===== config.mk =====
export PLATFORM = sky130hd
export DESIGN_NAME = mem_bus_arbiter_flat
export DESIGN_NICKNAME = d
export VERILOG_FILES = /design/src/rtl/mem_bus_arbiter_if.sv /design/src/rtl/mem_bus_arbiter.sv /design/src/flat_wrapper.sv
export SDC_FILE = /design/constraint.sdc
export NUM_CORES = 1
export LEC_CHECK = 0
export BUFFER_PORTS_ARGS = -buffer_cell sky130_fd_sc_hd__buf_4
export CAP_MARGIN = 20
export CELL_PAD_IN_SITES_DETAIL_PLACEMENT = 0
export CELL_PAD_IN_SITES_GLOBAL_PLACEMENT = 1
export CORE_ASPECT_RATIO = 2
export CORE_UTILIZATION = 37
export DETAILED_ROUTE_END_ITERATION = 7
export GPL_ROUTABILITY_DRIVEN = 0
export PLACE_DENSITY_LB_ADDON = 0.1
export RECOVER_POWER = 50
export SLEW_MARGIN = 20
export SYNTH_ARGS = -nofsm -noshare
export SYNTH_HDL_FRONTEND = slang
export SYNTH_SLANG_ARGS = --single-unit

===== constraint.sdc =====
create_clock -name i_clk -period 2.4 [get_ports i_clk]
set_clock_uncertainty 0.15 [all_clocks]
set_input_delay 0.48 -clock i_clk [delete_from_list [all_inputs] [get_ports i_clk]]
set_output_delay 0.48 -clock i_clk [all_outputs]
set_load 0.01 [all_outputs]

===== src/rtl/mem_bus_arbiter_if.sv =====
// Requester and memory-side signals of the NLP-16AF shared memory port.
// The arbiter connects through 'slave'; the requesters and memory side use 'master'.
interface mem_bus_arbiter_if;
  logic        i_if_req;
  logic [15:0] i_if_addr;
  logic        o_if_ack;
  logic [15:0] o_if_rdata;

  logic        i_dt_req;
  logic        i_dt_we;
  logic [15:0] i_dt_addr;
  logic [15:0] i_dt_wdata;
  logic        o_dt_ack;
  logic [15:0] o_dt_rdata;

  logic        i_dbg_req;
  logic        i_dbg_we;
  logic [15:0] i_dbg_addr;
  logic [15:0] i_dbg_wdata;
  logic        o_dbg_ack;
  logic [15:0] o_dbg_rdata;

  logic [15:0] o_mem_addr;
  logic [15:0] o_mem_wdata;
  logic        o_mem_re;
  logic        o_mem_we;
  logic [15:0] i_mem_rdata;
  logic        o_busy;

  modport slave (
    input  i_if_req, i_if_addr,
    input  i_dt_req, i_dt_we, i_dt_addr, i_dt_wdata,
    input  i_dbg_req, i_dbg_we, i_dbg_addr, i_dbg_wdata,
    input  i_mem_rdata,
    output o_if_ack, o_if_rdata,
    output o_dt_ack, o_dt_rdata,
    output o_dbg_ack, o_dbg_rdata,
    output o_mem_addr, o_mem_wdata, o_mem_re, o_mem_we, o_busy
  );

  modport master (
    output i_if_req, i_if_addr,
    output i_dt_req, i_dt_we, i_dt_addr, i_dt_wdata,
    output i_dbg_req, i_dbg_we, i_dbg_addr, i_dbg_wdata,
    output i_mem_rdata,
    input  o_if_ack, o_if_rdata,
    input  o_dt_ack, o_dt_rdata,
    input  o_dbg_ack, o_dbg_rdata,
    input  o_mem_addr, o_mem_wdata, o_mem_re, o_mem_we, o_busy
  );
endinterface


===== src/rtl/mem_bus_arbiter.sv =====
// Fixed-priority arbiter for the single 16-bit memory port: debug > data > fetch,
// with fetch promoted over data after STARVE_LIMIT lost arbitrations.

// Per-requester response register: one-cycle ack and held read data.
module mem_bus_arbiter_port (
  input  logic        clk_i,
  input  logic        rst_ni,
  input  logic        done_i,
  input  logic        we_i,
  input  logic [15:0] rdata_i,
  output logic        ack_o,
  output logic [15:0] rdata_o
);
  logic        ack_q;
  logic [15:0] rdata_q, rdata_d;

  always_comb begin
    rdata_d = rdata_q;
    if (done_i && !we_i) rdata_d = rdata_i;
  end

  always_ff @(posedge clk_i or negedge rst_ni) begin
    if (!rst_ni) begin
      ack_q   <= 1'b0;
      rdata_q <= '0;
    end else begin
      ack_q   <= done_i;
      rdata_q <= rdata_d;
    end
  end

  assign ack_o   = ack_q;
  assign rdata_o = rdata_q;
endmodule

module mem_bus_arbiter #(
  parameter int unsigned WAIT_CYCLES  = 1,
  parameter int unsigned STARVE_LIMIT = 4
) (
  input  logic           i_clk,
  input  logic           i_rst_n,
  mem_bus_arbiter_if.slave bus
);
  localparam int unsigned NUM_REQ = 3;
  localparam logic [1:0]  REQ_IF  = 2'd0;
  localparam logic [1:0]  REQ_DT  = 2'd1;
  localparam logic [1:0]  REQ_DBG = 2'd2;

  typedef enum logic {S_IDLE, S_ACC} state_t;

  typedef struct packed {
    logic        we;
    logic [15:0] addr;
    logic [15:0] wdata;
  } req_t;

  req_t   [NUM_REQ-1:0] req_in;
  logic   [NUM_REQ-1:0] req_vld;

  state_t     state_q;
  logic [3:0] cnt_q;
  logic [3:0] starve_q, starve_d;
  logic [1:0] owner_q;
  req_t       cur_q;

  logic [1:0] gnt_idx;
  req_t       gnt_req;
  logic       promote;
  logic       done;

  logic [NUM_REQ-1:0]       done_vec;
  logic [NUM_REQ-1:0]       ack_w;
  logic [NUM_REQ-1:0][15:0] rdata_w;

  // Fetch is read-only, so its write fields are tied off.
  assign req_in[REQ_IF]  = '{we: 1'b0, addr: bus.i_if_addr, wdata: 16'h0000};
  assign req_in[REQ_DT]  = '{we: bus.i_dt_we, addr: bus.i_dt_addr, wdata: bus.i_dt_wdata};
  assign req_in[REQ_DBG] = '{we: bus.i_dbg_we, addr: bus.i_dbg_addr, wdata: bus.i_dbg_wdata};
  assign req_vld         = {bus.i_dbg_req, bus.i_dt_req, bus.i_if_req};

  assign promote = (starve_q >= 4'(STARVE_LIMIT));

  always_comb begin
    gnt_idx = REQ_IF;
    if (req_vld[REQ_DBG])                 gnt_idx = REQ_DBG;
    else if (promote && req_vld[REQ_IF])  gnt_idx = REQ_IF;
    else if (req_vld[REQ_DT])             gnt_idx = REQ_DT;
  end

  always_comb begin
    gnt_req = req_in[REQ_IF];
    case (gnt_idx)
      REQ_DT:  gnt_req = req_in[REQ_DT];
      REQ_DBG: gnt_req = req_in[REQ_DBG];
      default: gnt_req = req_in[REQ_IF];
    endcase
  end

  // A fetch request still pending after losing a grant counts as one starved round.
  always_comb begin
    starve_d = starve_q;
    if (state_q == S_IDLE) begin
      if (!req_vld[REQ_IF] || gnt_idx == REQ_IF) starve_d = '0;
      else if (starve_q != 4'hF)                 starve_d = starve_q + 4'd1;
    end
  end

  always_ff @(posedge i_clk or negedge i_rst_n) begin
    if (!i_rst_n) begin
      state_q  <= S_IDLE;
      cnt_q    <= '0;
      starve_q <= '0;
      owner_q  <= REQ_IF;
      cur_q    <= '0;
    end else begin
      starve_q <= starve_d;
      case (state_q)
        S_IDLE: begin
          if (|req_vld) begin
            owner_q <= gnt_idx;
            cur_q   <= gnt_req;
            cnt_q   <= 4'(WAIT_CYCLES);
            state_q <= S_ACC;
          end
        end
        S_ACC: begin
          if (cnt_q != 4'd0) cnt_q   <= cnt_q - 4'd1;
          else               state_q <= S_IDLE;
        end
        default: state_q <= S_IDLE;
      endcase
    end
  end

  assign done = (state_q == S_ACC) && (cnt_q == 4'd0);

  for (genvar g = 0; g < NUM_REQ; g++) begin : g_port
    assign done_vec[g] = done && (owner_q == 2'(g));
    mem_bus_arbiter_port u_port (
      .clk_i   (i_clk),
      .rst_ni  (i_rst_n),
      .done_i  (done_vec[g]),
      .we_i    (cur_q.we),
      .rdata_i (bus.i_mem_rdata),
      .ack_o   (ack_w[g]),
      .rdata_o (rdata_w[g])
    );
  end

  // Strobes come straight off the state register so an async reset drops them at once.
  assign bus.o_busy      = (state_q == S_ACC);
  assign bus.o_mem_re    = (state_q == S_ACC) && !cur_q.we;
  assign bus.o_mem_we    = (state_q == S_ACC) &&  cur_q.we;
  assign bus.o_mem_addr  = cur_q.addr;
  assign bus.o_mem_wdata = cur_q.wdata;

  assign bus.o_if_ack    = ack_w[REQ_IF];
  assign bus.o_dt_ack    = ack_w[REQ_DT];
  assign bus.o_dbg_ack   = ack_w[REQ_DBG];
  assign bus.o_if_rdata  = rdata_w[REQ_IF];
  assign bus.o_dt_rdata  = rdata_w[REQ_DT];
  assign bus.o_dbg_rdata = rdata_w[REQ_DBG];
endmodule


===== src/flat_wrapper.sv =====
// flat-port wrapper written by rule: the top's interface ports become plain ports
module mem_bus_arbiter_flat 
#(
  parameter int unsigned WAIT_CYCLES  = 1,
  parameter int unsigned STARVE_LIMIT = 4
)
  (i_clk, i_rst_n, bus_i_if_req, bus_i_if_addr, bus_i_dt_req, bus_i_dt_we, bus_i_dt_addr, bus_i_dt_wdata, bus_i_dbg_req, bus_i_dbg_we, bus_i_dbg_addr, bus_i_dbg_wdata, bus_i_mem_rdata, bus_o_if_ack, bus_o_if_rdata, bus_o_dt_ack, bus_o_dt_rdata, bus_o_dbg_ack, bus_o_dbg_rdata, bus_o_mem_addr, bus_o_mem_wdata, bus_o_mem_re, bus_o_mem_we, bus_o_busy);
  mem_bus_arbiter_if bus_i ();
  input  logic i_clk;
  input  logic i_rst_n;
  input wire logic [$bits(bus_i.i_if_req)-1:0] bus_i_if_req;
  input wire logic [$bits(bus_i.i_if_addr)-1:0] bus_i_if_addr;
  input wire logic [$bits(bus_i.i_dt_req)-1:0] bus_i_dt_req;
  input wire logic [$bits(bus_i.i_dt_we)-1:0] bus_i_dt_we;
  input wire logic [$bits(bus_i.i_dt_addr)-1:0] bus_i_dt_addr;
  input wire logic [$bits(bus_i.i_dt_wdata)-1:0] bus_i_dt_wdata;
  input wire logic [$bits(bus_i.i_dbg_req)-1:0] bus_i_dbg_req;
  input wire logic [$bits(bus_i.i_dbg_we)-1:0] bus_i_dbg_we;
  input wire logic [$bits(bus_i.i_dbg_addr)-1:0] bus_i_dbg_addr;
  input wire logic [$bits(bus_i.i_dbg_wdata)-1:0] bus_i_dbg_wdata;
  input wire logic [$bits(bus_i.i_mem_rdata)-1:0] bus_i_mem_rdata;
  output wire logic [$bits(bus_i.o_if_ack)-1:0] bus_o_if_ack;
  output wire logic [$bits(bus_i.o_if_rdata)-1:0] bus_o_if_rdata;
  output wire logic [$bits(bus_i.o_dt_ack)-1:0] bus_o_dt_ack;
  output wire logic [$bits(bus_i.o_dt_rdata)-1:0] bus_o_dt_rdata;
  output wire logic [$bits(bus_i.o_dbg_ack)-1:0] bus_o_dbg_ack;
  output wire logic [$bits(bus_i.o_dbg_rdata)-1:0] bus_o_dbg_rdata;
  output wire logic [$bits(bus_i.o_mem_addr)-1:0] bus_o_mem_addr;
  output wire logic [$bits(bus_i.o_mem_wdata)-1:0] bus_o_mem_wdata;
  output wire logic [$bits(bus_i.o_mem_re)-1:0] bus_o_mem_re;
  output wire logic [$bits(bus_i.o_mem_we)-1:0] bus_o_mem_we;
  output wire logic [$bits(bus_i.o_busy)-1:0] bus_o_busy;
  assign bus_i.i_if_req = bus_i_if_req;
  assign bus_i.i_if_addr = bus_i_if_addr;
  assign bus_i.i_dt_req = bus_i_dt_req;
  assign bus_i.i_dt_we = bus_i_dt_we;
  assign bus_i.i_dt_addr = bus_i_dt_addr;
  assign bus_i.i_dt_wdata = bus_i_dt_wdata;
  assign bus_i.i_dbg_req = bus_i_dbg_req;
  assign bus_i.i_dbg_we = bus_i_dbg_we;
  assign bus_i.i_dbg_addr = bus_i_dbg_addr;
  assign bus_i.i_dbg_wdata = bus_i_dbg_wdata;
  assign bus_i.i_mem_rdata = bus_i_mem_rdata;
  assign bus_o_if_ack = bus_i.o_if_ack;
  assign bus_o_if_rdata = bus_i.o_if_rdata;
  assign bus_o_dt_ack = bus_i.o_dt_ack;
  assign bus_o_dt_rdata = bus_i.o_dt_rdata;
  assign bus_o_dbg_ack = bus_i.o_dbg_ack;
  assign bus_o_dbg_rdata = bus_i.o_dbg_rdata;
  assign bus_o_mem_addr = bus_i.o_mem_addr;
  assign bus_o_mem_wdata = bus_i.o_mem_wdata;
  assign bus_o_mem_re = bus_i.o_mem_re;
  assign bus_o_mem_we = bus_i.o_mem_we;
  assign bus_o_busy = bus_i.o_busy;
  mem_bus_arbiter #(.WAIT_CYCLES(WAIT_CYCLES), .STARVE_LIMIT(STARVE_LIMIT)) u_core (.i_clk(i_clk), .i_rst_n(i_rst_n), .bus(bus_i));
endmodule

==> results.ini <==
[drt]
drcViolationCount = 0
drt_iter0_markers = 123
routedWlPerCell_um = 17.4
vias = 3591
antenna_left = 0
dr.pass1.iters = 4
avgViaCountPerCell = 5.32
wl_um = 11800

[synthesis]
synth.most_common_cell = dfrtp_1
synth_common_cells = dfrtp_1, mux2_2, mux2_4, clkbuf_1, a21oi_1
syn-num-nets = 448
async_flop_share_pct = 100
syn-instance-count = 343
synth_area_per_cell_sq_um = 13.1
synth_top_area_share_pct = 52.8
synth.area.top_cells = dfrtp_1, mux2_2, mux2_4
synth.distinct_cells = 37
synth_edf_count = 0
synth_seq_cells = 95
yosys_warnings = 0
yosys.area.top_type = dfrtp_1
ys.flop_type = dfrtp_1
syn_area_sq_um = 4510
seq_area_frac_synth_pct = 52.8

[timing]
postLayoutSetupSlackWorst_ns = 0.296
hold_viol_final = 0
period_share_pct = 87.6
setup_viol = 0
setup_tns_ns = 0
max_slew_margin_pct = 36.2
min_period_ns = 2.10
fmax_mhz = 475
worstMarginPinSlew_ns = 0.957
rsz0062_at_grt = no
slew_viol_final = 0

[placed_design]
portBuffers = 188
place_ws_ns = 0.327
dp_hpwl_um = 8430

[clock_network]
clk_latency_ns = 0.34
clkSlewWorstSetupHoldPaths_ns = 0.07
cts_tree = built
cts_buffer_depth = 2
cts-buffers-inserted = 9
cts-resized-gates = 0
cts_root_buffer = clkbuf_16
cts_sinks = 95
post-cts-setup-buffer-count = 0
htreeDepth = 3

[run]
drv_cap = 0

[global_route]
grt_max_degree = 51
grt_pass1_wl_um = 18500
grt-ovfl-total = 0
grt_antenna_before_repair = 0
grt.total_usage_pct = 19.3
first_global_vias = 3655

[setup_path]
crit_required_ns = 1.77
endpoint_kind = primary output
worstRegToRegCells = 7
cp_max_fo = 27
crit_path_start_kind = flop
crit_type = flop to primary output
cp.arrival_ns = 1.47

[die]
core_area_sq_um = 11800
die_h_um = 158
io_pins = 189
die-area_sq_um = 12600
initial_utilization_pct = 38.3
rows = 56
die_w_um = 80.0

[outcome]
status = finished, final reports clean

[power]
power.share.switching_pct = 33.8
switchingPower_w = 0.00240
pwr-share-comb_pct = 39.9
p_per_area_nw_per_um2 = 1140
p_int_w = 0.00469
clockPowerShare_pct = 20.6
max-vdd-ir-drop_uv = 491
p_leak_nw = 2.83
power_frac_seq_pct = 39.5

[layout]
fillers = 1095
multiInputGateArea_sq_um = 1960
num_antenna_cells = 0
drive_gt1_share_pct = 44.0
nNetsFinal = 630
area_delta_synth_final_pct = 38.0
regArea_sq_um = 2380

[min_path]
hold_class = input port to flop
whs_path_depth = 2

[cells in the final DEF (no fill, tap or decap), types with 2 or more instances in the layout]
master | synthesis | layout
buf_12 | 0 | 6
inv_6 | 0 | 3
a21oi_1 | 18 | 18
nor4b_4 | 2 | 2
clkbuf_1 | 19 | 58
dfrtp_1 | 95 | 95
nor2_1 | 3 | 2
a211o_1 | 16 | 16
o21ai_0 | 4 | 4
clkbuf_2 | 0 | 2
mux2_2 | 46 | 46
mux2i_1 | 4 | 4
o22ai_1 | 2 | 2
nand2b_1 | 17 | 17
and3_1 | 16 | 16
nor3b_1 | 4 | 4
mux2_4 | 20 | 20
a32o_1 | 17 | 17
nand3_1 | 4 | 4
nand2_1 | 4 | 4
o211ai_1 | 2 | 2
buf_4 | 4 | 136
nor3_1 | 3 | 3
inv_1 | 5 | 5
ha_1 | 2 | 2
clkbuf_16 | 0 | 9
o32a_1 | 16 | 16
[critical path, stage by stage, from the launching register on]
cell	delay (ns)
dfrtp_1	0.34
buf_4	0.30
inv_1	0.21
nor2_1	0.14
buf_4	0.14
[path summary, 6_finish.rpt]
path | start | to | slack (ns)
min | bus_i_mem_rdata[5] | u_core.g_port[2].u_port.rdata_o[5] | 0.24
max | u_core.bus.o_busy | bus_o_mem_re | 0.30
min in group asynchronous | i_rst_n | u_core.g_port[2].u_port.rdata_o[2] | 0.68
min reg2reg | u_core.g_port[0].u_port.rdata_o[5] | u_core.g_port[0].u_port.rdata_o[5] | 0.35
max in group asynchronous | i_rst_n | u_core.g_port[1].u_port.rdata_o[6] | 0.57
max reg2reg | u_core.cnt_q[0] | u_core.g_port[2].u_port.rdata_o[15] | 0.32
[kinds of logic (layout without fill, tap and decap cells)]
| family | after synthesis | after routing | share of synthesized area, % |
|---|---|---|---|
| buf+inv | 36 | 223 | 4.11 |
| flops | 95 | 95 | 52.8 |
| simple gates | 59 | 59 | 9.00 |
| mux | 70 | 70 | 19.1 |
| compound gates | 80 | 80 | 14.3 |
| xor+xnor | 1 | 1 | 0.194 |
| fa+ha+maj | 2 | 2 | 0.555 |
[metal layers]
layer	vias to the layer above	track usage [%]	part of all wire, %
met2	141	33.0	52
met1	1781	22.7	39
met3	17	5.01	6.5
met5	-	0	0
met4	0	7.74	2.1
li1	1652	-	-
[power groups by stage]
stage	sequential [W]	combinational [W]	clock, W
floorplan	0.00302	0.00147	0
global placement	0.00282	0.00316	0
detailed placement	0.00284	0.00322	0
CTS	0.00282	0.00323	0.00152
global route	0.00290	0.00308	0.00158
finish	0.00280	0.00283	0.00146
[state kept, by name (all words and copies together) (netlist names)]
register and count:
u_core.bus.o_busy 1, u_core.starve_q 4, u_core.cnt_q 4, u_core.bus.o_mem_wdata 16, u_core.cur_q 1, u_core.bus.o_mem_addr 16
u_core.owner_q 2, u_core.g_port.u_port.rdata_o 48, u_core.g_port.u_port.ack_o 3
[cell type report]
cell class,count,share of cell area [%]
Sequential cell,95,38.2
Inverter,5,0.302
Tap cell,145,2.92
Multi-Input combinational cell,212,31.5
Clock buffer,10,3.68
Timing Repair Buffer,202,22.1
Clock inverter,6,1.23
[stage by stage]
stage / instance area [sq um] / total power (W) / utilization, % / cells / hold WS [ns]
2_1_floorplan: 4510 / 0.00449 / - / 343 / 0.0344
3_3_place_gp: 6130 / 0.00598 / 52.0 / 658 / 0.323
3_5_place_dp: 6130 / 0.00607 / 52.0 / 658 / 0.334
4_1_cts: 6440 / 0.00758 / 54.7 / 675 / 0.216
5_1_grt: 6220 / 0.00756 / 52.8 / 675 / 0.220
6_report: 6220 / 0.00709 / 52.8 / 675 / 0.235
[repair_timing]
item / in CTS / in global routing
hold endpoints to repair: 34 / 0
hold buffers: 1 / 0
endpoints found under the setup margin: 0 / 0
(Power assumes the default switching activity.)
